`src/rtl/seg_led_pkg.sv`:
```
`default_nettype none
// ============================================================================
// Module      : seg_led_pkg
// Description : Shared types and the hex font for the 7-segment 595 drivers.
// Revision    : 1.0 - initial release
// ============================================================================
package seg_led_pkg;

    localparam int c_word_w = 16;

    typedef enum logic [2:0] {
        ST_LOAD     = 3'd0,
        ST_SHIFT_LO = 3'd1,
        ST_SHIFT_HI = 3'd2,
        ST_STROBE   = 3'd3,
        ST_HOLD     = 3'd4
    } state_t;

    // Segment order {g,f,e,d,c,b,a}, active-high
    function automatic logic [6:0] hex_font(input logic [3:0] nib);
        logic [6:0] seg;
        seg = 7'h00;
        case (nib)
            4'h0: seg = 7'h3F;
            4'h1: seg = 7'h06;
            4'h2: seg = 7'h5B;
            4'h3: seg = 7'h4F;
            4'h4: seg = 7'h66;
            4'h5: seg = 7'h6D;
            4'h6: seg = 7'h7D;
            4'h7: seg = 7'h07;
            4'h8: seg = 7'h7F;
            4'h9: seg = 7'h6F;
            4'hA: seg = 7'h77;
            4'hB: seg = 7'h7C;
            4'hC: seg = 7'h39;
            4'hD: seg = 7'h5E;
            4'hE: seg = 7'h79;
            4'hF: seg = 7'h71;
            default: seg = 7'h00;
        endcase
        return seg;
    endfunction

endpackage
`default_nettype wire

```
`src/rtl/seg_hex_font.sv`:
```
`default_nettype none
// ============================================================================
// Module      : seg_hex_font
// Description : Combinational nibble to {g..a} segment pattern.
// Revision    : 1.0 - initial release
// ============================================================================
module seg_hex_font
    import seg_led_pkg::*;
(
    input  logic [3:0] i_nibble,
    output logic [6:0] o_seg
);

    assign o_seg = hex_font(i_nibble);

endmodule
`default_nettype wire

```
`src/rtl/seg_led_scan595.sv`:
```
`default_nettype none
// ============================================================================
// Module      : seg_led_scan595
// Description : Multiplexed 1..8 digit 7-segment scanner driving a 74HC595 pair.
// Revision    : 1.0 - initial release
// ============================================================================
module seg_led_scan595
    import seg_led_pkg::*;
#(
    parameter int DIGITS         = 4,
    parameter int CLK_DIV        = 8,
    parameter int SCAN_HOLD      = 1000,
    parameter bit SEG_ACTIVE_LOW = 1'b1,
    parameter bit COM_ACTIVE_LOW = 1'b1
)(
    input  logic                  sys_clk,
    input  logic                  sys_rst,
    input  logic [DIGITS*8-1:0]   digit_val,
    input  logic [DIGITS-1:0]     raw_mode,
    input  logic [DIGITS-1:0]     dp,
    input  logic [DIGITS-1:0]     blank,
    output logic                  seg_clk,
    output logic                  seg_dat,
    output logic                  seg_str,
    output logic                  frame_done
);

    localparam int c_dig_w  = (DIGITS > 1)    ? $clog2(DIGITS)    : 1;
    localparam int c_div_w  = (CLK_DIV > 1)   ? $clog2(CLK_DIV)   : 1;
    localparam int c_hold_w = (SCAN_HOLD > 1) ? $clog2(SCAN_HOLD) : 1;

    localparam logic [c_dig_w-1:0]  c_dig_last  = c_dig_w'(DIGITS - 1);
    localparam logic [c_div_w-1:0]  c_div_last  = c_div_w'(CLK_DIV - 1);
    localparam logic [c_hold_w-1:0] c_hold_last = c_hold_w'((SCAN_HOLD > 0) ? SCAN_HOLD - 1 : 0);

    state_t                r_state;
    state_t                w_next_state;
    logic [c_div_w-1:0]    r_div_cnt;
    logic [3:0]            r_bit_cnt;
    logic [c_hold_w-1:0]   r_hold_cnt;
    logic [c_dig_w-1:0]    r_digit;
    logic [c_word_w-2:0]   r_shift;
    logic                  r_seg_clk;
    logic                  r_seg_dat;
    logic                  r_seg_str;
    logic                  r_frame_done;

    logic [7:0]            w_byte;
    logic                  w_raw;
    logic                  w_dp;
    logic                  w_blank;
    logic [6:0]            w_font;
    logic [7:0]            w_seg;
    logic [7:0]            w_com;
    logic [c_word_w-1:0]   w_word;
    logic                  w_div_done;
    logic                  w_last_bit;
    logic                  w_hold_done;
    logic                  w_div_state;
    logic                  w_digit_adv;

    // Only the current digit's inputs are looked at, so a digit can never be torn
    always_comb begin
        w_byte  = 8'h00;
        w_raw   = 1'b0;
        w_dp    = 1'b0;
        w_blank = 1'b0;
        for (int i = 0; i < DIGITS; i++) begin
            if (r_digit == c_dig_w'(i)) begin
                w_byte  = digit_val[i*8 +: 8];
                w_raw   = raw_mode[i];
                w_dp    = dp[i];
                w_blank = blank[i];
            end
        end
    end

    seg_hex_font u_font (
        .i_nibble (w_byte[3:0]),
        .o_seg    (w_font)
    );

    always_comb begin
        w_seg = w_raw ? w_byte : {w_dp, w_font};
        if (w_blank) begin
            w_seg = 8'h00;
        end
        w_com  = 8'b1 << r_digit;
        w_word = {(SEG_ACTIVE_LOW ? ~w_seg : w_seg), (COM_ACTIVE_LOW ? ~w_com : w_com)};
    end

    assign w_div_done  = (r_div_cnt == c_div_last);
    assign w_last_bit  = (r_bit_cnt == 4'd15);
    assign w_hold_done = (r_hold_cnt == c_hold_last);
    assign w_div_state = (r_state == ST_SHIFT_LO) || (r_state == ST_SHIFT_HI) || (r_state == ST_STROBE);

    always_comb begin
        w_next_state = r_state;
        w_digit_adv  = 1'b0;
        case (r_state)
            ST_LOAD: begin
                w_next_state = ST_SHIFT_LO;
            end
            ST_SHIFT_LO: begin
                if (w_div_done) w_next_state = ST_SHIFT_HI;
            end
            ST_SHIFT_HI: begin
                if (w_div_done) w_next_state = w_last_bit ? ST_STROBE : ST_SHIFT_LO;
            end
            ST_STROBE: begin
                if (w_div_done) begin
                    if (SCAN_HOLD == 0) begin
                        w_next_state = ST_LOAD;
                        w_digit_adv  = 1'b1;
                    end else begin
                        w_next_state = ST_HOLD;
                    end
                end
            end
            ST_HOLD: begin
                if (w_hold_done) begin
                    w_next_state = ST_LOAD;
                    w_digit_adv  = 1'b1;
                end
            end
            default: begin
                w_next_state = ST_LOAD;
            end
        endcase
    end

    always_ff @(posedge sys_clk) begin
        if (sys_rst) begin
            r_state      <= ST_LOAD;
            r_div_cnt    <= '0;
            r_bit_cnt    <= '0;
            r_hold_cnt   <= '0;
            r_digit      <= '0;
            r_shift      <= '0;
            r_seg_clk    <= 1'b0;
            r_seg_dat    <= 1'b0;
            r_seg_str    <= 1'b0;
            r_frame_done <= 1'b0;
        end else begin
            r_state      <= w_next_state;
            r_seg_clk    <= (w_next_state == ST_SHIFT_HI);
            r_seg_str    <= (w_next_state == ST_STROBE);
            r_frame_done <= w_digit_adv && (r_digit == c_dig_last);

            if ((w_next_state != r_state) || !w_div_state) begin
                r_div_cnt <= '0;
            end else begin
                r_div_cnt <= r_div_cnt + 1'b1;
            end

            if ((r_state == ST_HOLD) && !w_hold_done) begin
                r_hold_cnt <= r_hold_cnt + 1'b1;
            end else begin
                r_hold_cnt <= '0;
            end

            // Data only moves when entering SHIFT_LO, keeping it stable across the 595 rising edge
            if (r_state == ST_LOAD) begin
                r_bit_cnt <= '0;
                r_shift   <= w_word[c_word_w-2:0];
                r_seg_dat <= w_word[c_word_w-1];
            end else if ((r_state == ST_SHIFT_HI) && w_div_done) begin
                r_bit_cnt <= r_bit_cnt + 1'b1;
                if (w_last_bit) begin
                    r_seg_dat <= 1'b0;
                end else begin
                    r_seg_dat <= r_shift[c_word_w-2];
                    r_shift   <= {r_shift[c_word_w-3:0], 1'b0};
                end
            end

            if (w_digit_adv) begin
                r_digit <= (r_digit == c_dig_last) ? '0 : r_digit + 1'b1;
            end
        end
    end

    assign seg_clk    = r_seg_clk;
    assign seg_dat    = r_seg_dat;
    assign seg_str    = r_seg_str;
    assign frame_done = r_frame_done;

endmodule
`default_nettype wire

```
`config.mk`:
```
export PLATFORM = sky130hd
export DESIGN_NAME = seg_led_scan595
export DESIGN_NICKNAME = d
export VERILOG_FILES = /design/src/rtl/seg_led_pkg.sv /design/src/rtl/seg_hex_font.sv /design/src/rtl/seg_led_scan595.sv
export SDC_FILE = /design/constraint.sdc
export NUM_CORES = 1
export LEC_CHECK = 0
export ABC_AREA = 1
export CORE_MARGIN = 2
export CORE_UTILIZATION = 31
export CTS_BUF_LIST = sky130_fd_sc_hd__clkbuf_4 sky130_fd_sc_hd__clkbuf_8 sky130_fd_sc_hd__clkbuf_16
export DETAILED_ROUTE_END_ITERATION = 10
export SYNTH_ARGS = -nofsm -noshare
export SYNTH_HDL_FRONTEND = slang
export SYNTH_SLANG_ARGS = --single-unit
```
`constraint.sdc`:
```
create_clock -name sys_clk -period 3.25 [get_ports sys_clk]
set_input_delay 0.975 -clock sys_clk [delete_from_list [all_inputs] [get_ports sys_clk]]
set_output_delay 0.975 -clock sys_clk [all_outputs]
set_load 0.02 [all_outputs]
```
==> impl_metrics.yaml, run 1 <==
run_status:
  status: "completed"
cts:
  cts_hold_buf: 0
  cts_root_buf: "clkbuf_8"
  cts_made_buffers: 5
  cts_max_level: 2
  clkLatencyLatePin_ns: 0.29
  cts_setup_buffers: 0
  cts_sinks: 41
  clock_path_buffers: 2
  clkTransAtPathRegs_ns: 0.07
  post_cts_resized: 0
  cts_tree: "done"
yosys:
  syn-num-nets: 437
  yosys_most_used_dff: "dfxtp_1"
  netlist_top_cells_count: "nand2_1, dfxtp_1, inv_1, nor2_1, a21oi_1"
  ys_ff_latch: 41
  async_flop_share_pct: 0
  yosysMostFrequentCell: "nand2_1"
  ys_seq_area_share_pct: 31.9
  syn_area_mm2: 0.00257
  yosys_warnings: 0
  yosysTopAreaCell: "dfxtp_1"
  synth_area_per_cell_um2: 6.82
  netlist_instances: 377
  netlist.area_leader.share_pct: 31.9
  synth_area_leaders: "dfxtp_1, nand2_1, ha_1, a21oi_1, nand3_1"
  ys_types: 41
  synth_edf_count: 0
timing:
  tightestPinTransition_ns: 0.704
  setup_viol: 0
  final.setup.tns_ns: 0
  finalClockSkew_ns: 0.00718
  slew_viol_final: 0
  min_period_ns: 2.67
  hold_slack_ns: 0.428
  slew_headroom_pct: 52.6
  hold_violations: 0
  fin_crit_sh_pct: 82.2
  max_freq_ghz: 0.374
  grt_setup_unrepaired: "false"
drt:
  routed_wl_mm: 6.50
  antenna_left: 0
  drtIter0Drc: 83
  vias: 2489
  drt_pass1_iterations: 4
  wl_per_cell_um: 12.3
  drc: 0
  via_per_inst: 4.70
place:
  hpwlAfterDp_mm: 4.92
  portBuffers: 49
  gp_congestion: 0.783
final_layout:
  nets: 484
  antenna_cells: 0
  fin_util_pct: 39.9
  area_delta_synth_final_pct: 26.1
  drive_gt1_share_pct: 9.41
power:
  seqPwrFrac_pct: 47.1
  p_per_area_mw_per_mm2: 344
  p_int_mw: 0.864
  combPwrFrac_pct: 14.8
  vdd_drop_max_mv: 0.376
  switching_share_pct: 22.5
  power.share.clock_pct: 38.1
  power_switching_mw: 0.251
  leakage_nw: 1.34
worst_setup_path:
  worstSetupPathType: "input pin to flop"
  crit_path_end_kind: "flop"
  worstPathArrival_ns: 2.89
  start_kind: "input pin"
  cp.required_ns: 3.47
  path_max_fanout: 6
hold_path:
  holdCritPathClass: "flop to flop"
die:
  initial_core_util_pct: 31.6
  die-area_mm2: 0.00904
  die-width_um: 95.1
  top_level_ports: 50
  core-area_mm2: 0.00813
  rows: 33
  die_y_um: 95.1
flow_run:
  drv_cap: 0
global_route:
  grt_pass1_vias: 2367
  grt_pass1_wl_mm: 10.8
  grt_usage_pct: 14.9
  antenna_found_initial: 0
  overflow: 0
  grt_max_degree: 17
-- worst paths after layout --
| check | slack [ns] | start | endpoint | cells after the start |
|---|---|---|---|---|
| worst max-delay path | 0.58 | digit_val[0] | r_shift[9] | 13 |
| worst min-delay path | 0.43 | r_div_cnt[0] | r_div_cnt[0] | 1 |
| worst max register to register | 0.59 | r_digit[0] | r_shift[9] | 10 |
| worst min register to register | 0.43 | r_div_cnt[0] | r_div_cnt[0] | 1 |
-- per-layer routing --
metal | vias to the layer above | part of all wire [%] | wire length (µm) | global-route usage, %
met1 | 1096 | 48 | 3130 | 18.8
met5 | - | 0 | 0 | 0
met2 | 58 | 44 | 2850 | 25.6
met4 | 0 | 1.3 | 82 | 4.35
li1 | 1329 | - | - | -
met3 | 6 | 6.7 | 435 | 3.24
-- metrics by stage --
| step | area [µm²] | instances | setup slack (ns) | power (mW) |
|---|---|---|---|---|
| detailed placement | 3120 | 522 | 0.260 | 0.701 |
| floorplan | 2570 | 377 | 0.932 | 0.624 |
| finish | 3240 | 530 | 0.578 | 1.11 |
| CTS | 3240 | 530 | 0.546 | 1.13 |
| global placement | 3120 | 522 | 0.309 | 0.701 |
| global route | 3240 | 530 | 0.167 | 1.17 |
-- critical path: stages --
cell	delay [ns]
clkdlybuf4s50_1	0.45
nand2_1	0.05
nand2_1	0.07
o211ai_1	0.10
nand2_1	0.07
o21ai_0	0.26
ha_1	0.40
nand3b_1	0.16
nor2_1	0.11
nor2_1	0.04
nand2_1	0.05
nand2_1	0.05
a21oi_1	0.11
-- state kept, by name (all words and copies together), names as in the netlist --
name / count
r_digit: 2
seg_dat: 1
r_bit_cnt: 4
seg_clk: 1
r_state: 3
r_shift: 15
seg_str: 1
frame_done: 1
r_hold_cnt: 10
r_div_cnt: 3
-- cells in the final DEF (no fill, tap or decap), types with 5 or more instances in the layout --
master and n:
a21oi_1 32, a221oi_1 5, clkbuf_8 6, clkdlybuf4s50_1 49, dfxtp_1 41, ha_1 14, inv_1 38, inv_2 5
nand2_1 96, nand3_1 30, nor2_1 35, nor3_1 8, o21ai_0 16, or2_2 7
-- power groups by stage --
stage	logic [mW]	registers, mW	clock network, mW
floorplan	0.0878	0.536	0
global placement	0.165	0.536	0
detailed placement	0.165	0.536	0
CTS	0.167	0.525	0.440
global route	0.186	0.527	0.459
finish	0.165	0.525	0.425
-- logic make-up after synthesis --
kind of cell / after synthesis / share of synthesized area (%)
AO/OA/AOI/OAI: 72 / 17.5
XOR/XNOR: 3 / 1.02
AND/OR/NAND/NOR: 192 / 32.9
flip-flops: 41 / 31.9
adder cells (fa/ha/maj): 14 / 6.81
buffers and inverters: 55 / 9.83
-- layout make-up --
cell class	count	area (µm²)
Sequential cell	41	821
Timing Repair Buffer	51	505
Fill cell	850	4890
Inverter	44	168
Multi-Input combinational cell	281	1500
Tap cell	105	131
Clock buffer	7	90.1
Clock inverter	1	30.0
Note: power is estimated with default switching activity, not from simulation.
==> run 2: changes to the inputs <==
Clock period 3.25 ns to 2.4 ns, I/O delays scaled along.
==> run 2 against run 1 <==
Via count up 3.8%. Sequential power increased by 35%. Clock skew shrank 0.0028 ns. Power grew 24%. Worst hold slack worse by 0.0012 ns. Critical path type unchanged. Largest cell class unchanged. Highest routed layer unchanged.
==> impl_metrics.yaml, run 2 (synthesized netlist as in run 1, its figures left out) <==
worst_setup_path:
  crit_family: "buffers and inverters"
  crit_top_cell: "nand2_1"
  cp_num_buf_inv: 2
  reg2reg_depth: 15
  r2r-start: "r_digit[0]"
  crit_path_end_kind: "flop"
  path_max_fanout: 3
  worstPathArrival_ns: 2.48
  critPathSlowestCell: "clkdlybuf4s50_1"
  start_kind: "input pin"
  critPathMaxStageDelay_ns: 0.46
  path_cells: "clkdlybuf4s50_1 > nand2_1 > nand2_1 > o211ai_1 > a21oi_1 > buf_4 > ha_1 > nand3_1 > nand3_1 > nand3_1 > nand2_1 > nand2_1 > a21oi_2"
  r2r_setup_slack_ns: 0.21
  worstSetupPathType: "input pin to flop"
  r2r-end: "r_shift[8]"
  cp.required_ns: 2.63
die:
  die-width_um: 95.1
  top_level_ports: 50
  rows: 33
  initial_core_util_pct: 31.6
  die_y_um: 95.1
  die-area_mm2: 0.00904
  core-area_mm2: 0.00813
timing:
  finalClockSkew_ns: 0.00435
  fin_crit_sh_pct: 93.8
  min_period_ns: 2.25
  slew_headroom_pct: 74.1
  setup_viol: 0
  hold_violations: 0
  max_freq_ghz: 0.444
  grt_setup_unrepaired: "false"
  slew_viol_final: 0
  hold_slack_ns: 0.427
  tightestPinTransition_ns: 0.389
  setup_ws_ns: 0.149
cts:
  cts_max_level: 2
  cts_made_buffers: 5
  clkTransAtPathRegs_ns: 0.08
  cts_setup_buffers: 0
  clkLatencyLatePin_ns: 0.28
  clock_path_buffers: 2
  cts_root_buf: "clkbuf_8"
  cts_sinks: 41
  cts_tree: "done"
final_layout:
  nets: 498
  layout_commonest_cell: "nand2_1"
  fin_cells: 544
  regMostFlops: "r_shift"
  fin_util_pct: 41.0
  reg.largest.list: "r_shift x15, r_hold_cnt x10, r_bit_cnt x4"
  area_delta_synth_final_pct: 29.7
  layout_common_cells: "nand2_1, clkdlybuf4s50_1, dfxtp_1"
  antenna_cells: 0
  largest_reg_flops: 15
  drive_gt1_share_pct: 13.4
power:
  leakage_nw: 1.39
  vdd_drop_max_mv: 0.411
  p_per_area_mw_per_mm2: 415
hold_path:
  holdPathEnd: "r_div_cnt[0]"
  holdCritPathClass: "flop to flop"
  hp-start: "r_div_cnt[0]"
  min_delay_path_depth: 1
global_route:
  grt_usage_pct: 15.4
  antenna_found_initial: 0
  grt_max_degree: 16
  grt_pass1_wl_mm: 11.2
  grt_pass1_vias: 2505
  overflow: 0
run_status:
  status: "completed"
place:
  gp_congestion: 0.888
  dp.cells: 536
  pre_cts_ws_ns: -0.216
  hpwlAfterDp_mm: 5.22
  portBuffers: 49
drt:
  drtIter0Drc: 119
  drc: 0
  vias: 2583
  antenna_left: 0
  routed_wl_mm: 6.81
  via_per_inst: 4.75
  drt_pass1_iterations: 4
  wl_per_cell_um: 12.5
flow_run:
  drv_cap: 0
[run 2: cell count changes in the layout (fill, tap and decap cells not counted), moves of 2 or more]
cell	change
ha_2	+2
clkinv_2	+2
ha_1	-3
buf_4	+14
[run 2: worst max-delay path by stage]
| stage | start | endpoint | slack, ns | cells after the start |
|---|---|---|---|---|
| floorplan | r_digit[0] | r_shift[9] | 0.22 | 15 |
| global placement | digit_val[0] | r_shift[9] | -0.19 | 13 |
| detailed placement | digit_val[0] | r_shift[9] | -0.22 | 13 |
| CTS | r_digit[0] | r_shift[9] | 0.08 | 13 |
| global route | digit_val[0] | r_shift[8] | 0.007 | 13 |
| finish | digit_val[0] | r_shift[8] | 0.15 | 13 |
[run 2: layout make-up]
cell class | count | area [µm²]
clock inverters | 2 | 10.0
multi-input cells | 281 | 1520
fillers | 834 | 4800
clock buffers | 6 | 76.3
flip-flops and latches | 41 | 821
well taps | 105 | 131
repair buffers | 65 | 611
inverters | 44 | 168
[run 2: metrics by stage]
step / area [µm²] / total power [mW] / setup TNS [ns]
2_1_floorplan: 2570 / 0.844 / 0
3_3_place_gp: 3230 / 0.961 / -0.971
3_5_place_dp: 3230 / 0.964 / -1.08
4_1_cts: 3320 / 1.41 / 0
5_1_grt: 3340 / 1.46 / 0
6_report: 3340 / 1.38 / 0
[run 2: report_power, final]
part | switching (mW) | internal [mW]
sequential | 0.00897 | 0.702
combinational | 0.112 | 0.127
clock | 0.221 | 0.213
total | 0.342 | 1.04
[run 2: layer usage]
layer | routed length [µm] | GRT usage (%) | vias to the layer above
li1 | - | - | 1360
met1 | 3230 | 19.5 | 1151
met2 | 3110 | 26.9 | 66
met3 | 414 | 2.92 | 6
met4 | 63 | 4.11 | 0
met5 | 0 | 0 | -
[run 2: timing repair]
item	4_1_cts	5_1_grt
hold buffers	0	0
gates resized for setup	0	7
endpoints found under the setup margin	0	7
==> run 3: changes to the inputs <==
Settings changed: CORE_MARGIN 2 to 5, SKIP_CTS_REPAIR_TIMING from default to 1, SLEW_MARGIN from default to 20.
==> run 3 against run 2 <==
Routed wire length fell by 1.1%. Final cell count fell by 0.37%. Register-to-register slack improved by 0.03 ns. First-iteration DRC count fell by 13%. Clock-buffer cell count did not move. Sequential share of layout area rose by 0.056 points.
==> impl_metrics.yaml, run 3 (synthesized netlist as in run 1, its figures left out) <==
power:
  p_int_mw: 1.04
  combPwrFrac_pct: 16.8
  power.share.clock_pct: 31.9
  total_power_mw: 1.39
  power_switching_mw: 0.348
  p_per_area_mw_per_mm2: 416
  leakage_nw: 1.39
  seqPwrFrac_pct: 51.3
  vdd_drop_max_mv: 0.410
  switching_share_pct: 25.1
timing:
  setup_viol: 0
  setup_ws_ns: 0.180
  hold_slack_ns: 0.433
  tightestPinTransition_ns: 0.418
  fin_crit_sh_pct: 92.5
  finalClockSkew_ns: 0.00565
  slew_headroom_pct: 71.8
  max_freq_ghz: 0.450
  min_period_ns: 2.22
  hold_violations: 0
  slew_viol_final: 0
global_route:
  grt_pass1_wl_mm: 10.8
  use_met3_pct: 2.28
  use_met1_pct: 17.5
  grt-busiest-layer: "met2"
  grt_max_degree: 16
  overflow: 0
  antenna_found_initial: 0
  grt_usage_pct: 12.8
  use_met2_pct: 21.4
  grt_pass1_vias: 2361
drt:
  via_per_inst: 4.65
  wl_per_cell_um: 12.4
  antenna_left: 0
  routed_wl_mm: 6.74
  drtIter0Drc: 103
  drc: 0
  drt_pass1_iterations: 6
  vias: 2523
worst_setup_path:
  cp.required_ns: 2.62
  start_kind: "input pin"
  critPathSlowestCell: "clkdlybuf4s50_1"
  path_cells: "clkdlybuf4s50_1 > a21oi_2 > nand2_1 > a21boi_2 > buf_4 > ha_1 > nand3_1 > a21oi_1 > nand2_1 > nand2_1 > nand2_1 > a21oi_1"
  worstSetupPathType: "input pin to flop"
  crit_path_end_kind: "flop"
  cp_num_buf_inv: 2
  crit_top_cell: "nand2_1"
  worstPathArrival_ns: 2.44
  critPathMaxStageDelay_ns: 0.43
  path_max_fanout: 6
  crit_family: "buffers and inverters"
die:
  core-area_mm2: 0.00813
  die-area_mm2: 0.0102
  die_y_um: 101
  initial_core_util_pct: 31.6
  die-width_um: 101
  top_level_ports: 50
  rows: 33
hold_path:
  holdCritPathClass: "flop to flop"
final_layout:
  nFillCells: 857
  layout_commonest_cell: "nand2_1"
  nets: 496
  reg.largest.list: "r_shift x15, r_hold_cnt x10, r_bit_cnt x4"
  seqCellArea_um2: 822
  layout_common_cells: "nand2_1, clkdlybuf4s50_1, dfxtp_1"
  drive_gt1_share_pct: 13.7
  fin_cells: 542
  multi_input_area_mm2: 0.00153
  regMostFlops: "r_shift"
  area_delta_synth_final_pct: 29.6
  largest_reg_flops: 15
  final_area_mm2: 0.00333
  antenna_cells: 0
place:
  hpwlAfterDp_mm: 5.31
  dp.cells: 534
  pre_cts_ws_ns: -0.219
  gp_congestion: 0.863
  portBuffers: 49
  placedInstanceArea_mm2: 0.00321
cts:
  clkLatencyLatePin_ns: 0.29
  clkTransAtPathRegs_ns: 0.08
  cts_max_level: 2
  cts_sinks: 41
  clock_path_buffers: 2
  cts_tree: "done"
  cts_root_buf: "clkbuf_8"
  cts_made_buffers: 5
run_status:
  status: "completed"
flow_run:
  drv_cap: 0
[run 3: cell count changes in the layout (fill, tap and decap cells not counted)]
| cell | delta |
|---|---|
| inv_1 | +1 |
| dfxtp_1 | -1 |
| inv_2 | -1 |
| buf_4 | -2 |
| a21oi_1 | -3 |
| dfxtp_2 | +1 |
| a21oi_2 | +3 |
[run 3: worst paths after layout]
kind	from	endpoint	slack (ns)	depth (start not counted)
max	digit_val[9]	r_shift[13]	0.18	12
min reg2reg	r_div_cnt[0]	r_div_cnt[0]	0.43	1
max reg2reg	r_digit[0]	r_shift[13]	0.24	14
min	r_div_cnt[0]	r_div_cnt[0]	0.43	1
[run 3: layout make-up]
type / count / area share (%)
clock inverters: 2 / 0.300
flip-flops and latches: 41 / 24.7
clock buffers: 6 / 2.29
inverters: 44 / 5.03
multi-input cells: 281 / 45.9
repair buffers: 63 / 17.9
well taps: 105 / 3.94
[run 3: routing by layer]
layer / share of wire (%) / vias up / wire length [µm]
li1: - / 1353 / -
met1: 49 / 1113 / 3290
met2: 44 / 53 / 2970
met3: 6.5 / 4 / 439
met4: 0.56 / 0 / 38
met5: 0 / - / 0
[run 3: worst register-to-register path: cells and delay by family, from the launching register on]
kind / cells / cell delay, ns
AO/OA/AOI/OAI: 3 / 0.44
AND/OR/NAND/NOR: 6 / 0.45
adder cells (fa/ha/maj): 2 / 0.51
flip-flops: 1 / 0.35
buffers and inverters: 3 / 0.37
[run 3: through the flow]
stage / utilization, % / setup TNS [ns]
after floorplan: - / 0
after global placement: 39.5 / -0.827
after detailed placement: 39.5 / -1.16
after CTS: 40.6 / 0
after global routing: 41.0 / -0.00117
final: 41.0 / 0
[run 3: power by group through the flow]
stage | Sequential (mW) | Clock, mW | Combinational [mW]
final | 0.711 | 0.442 | 0.233
after global routing | 0.714 | 0.491 | 0.260
after CTS | 0.711 | 0.458 | 0.233
after detailed placement | 0.727 | 0 | 0.231
after global placement | 0.727 | 0 | 0.231
after floorplan | 0.725 | 0 | 0.119
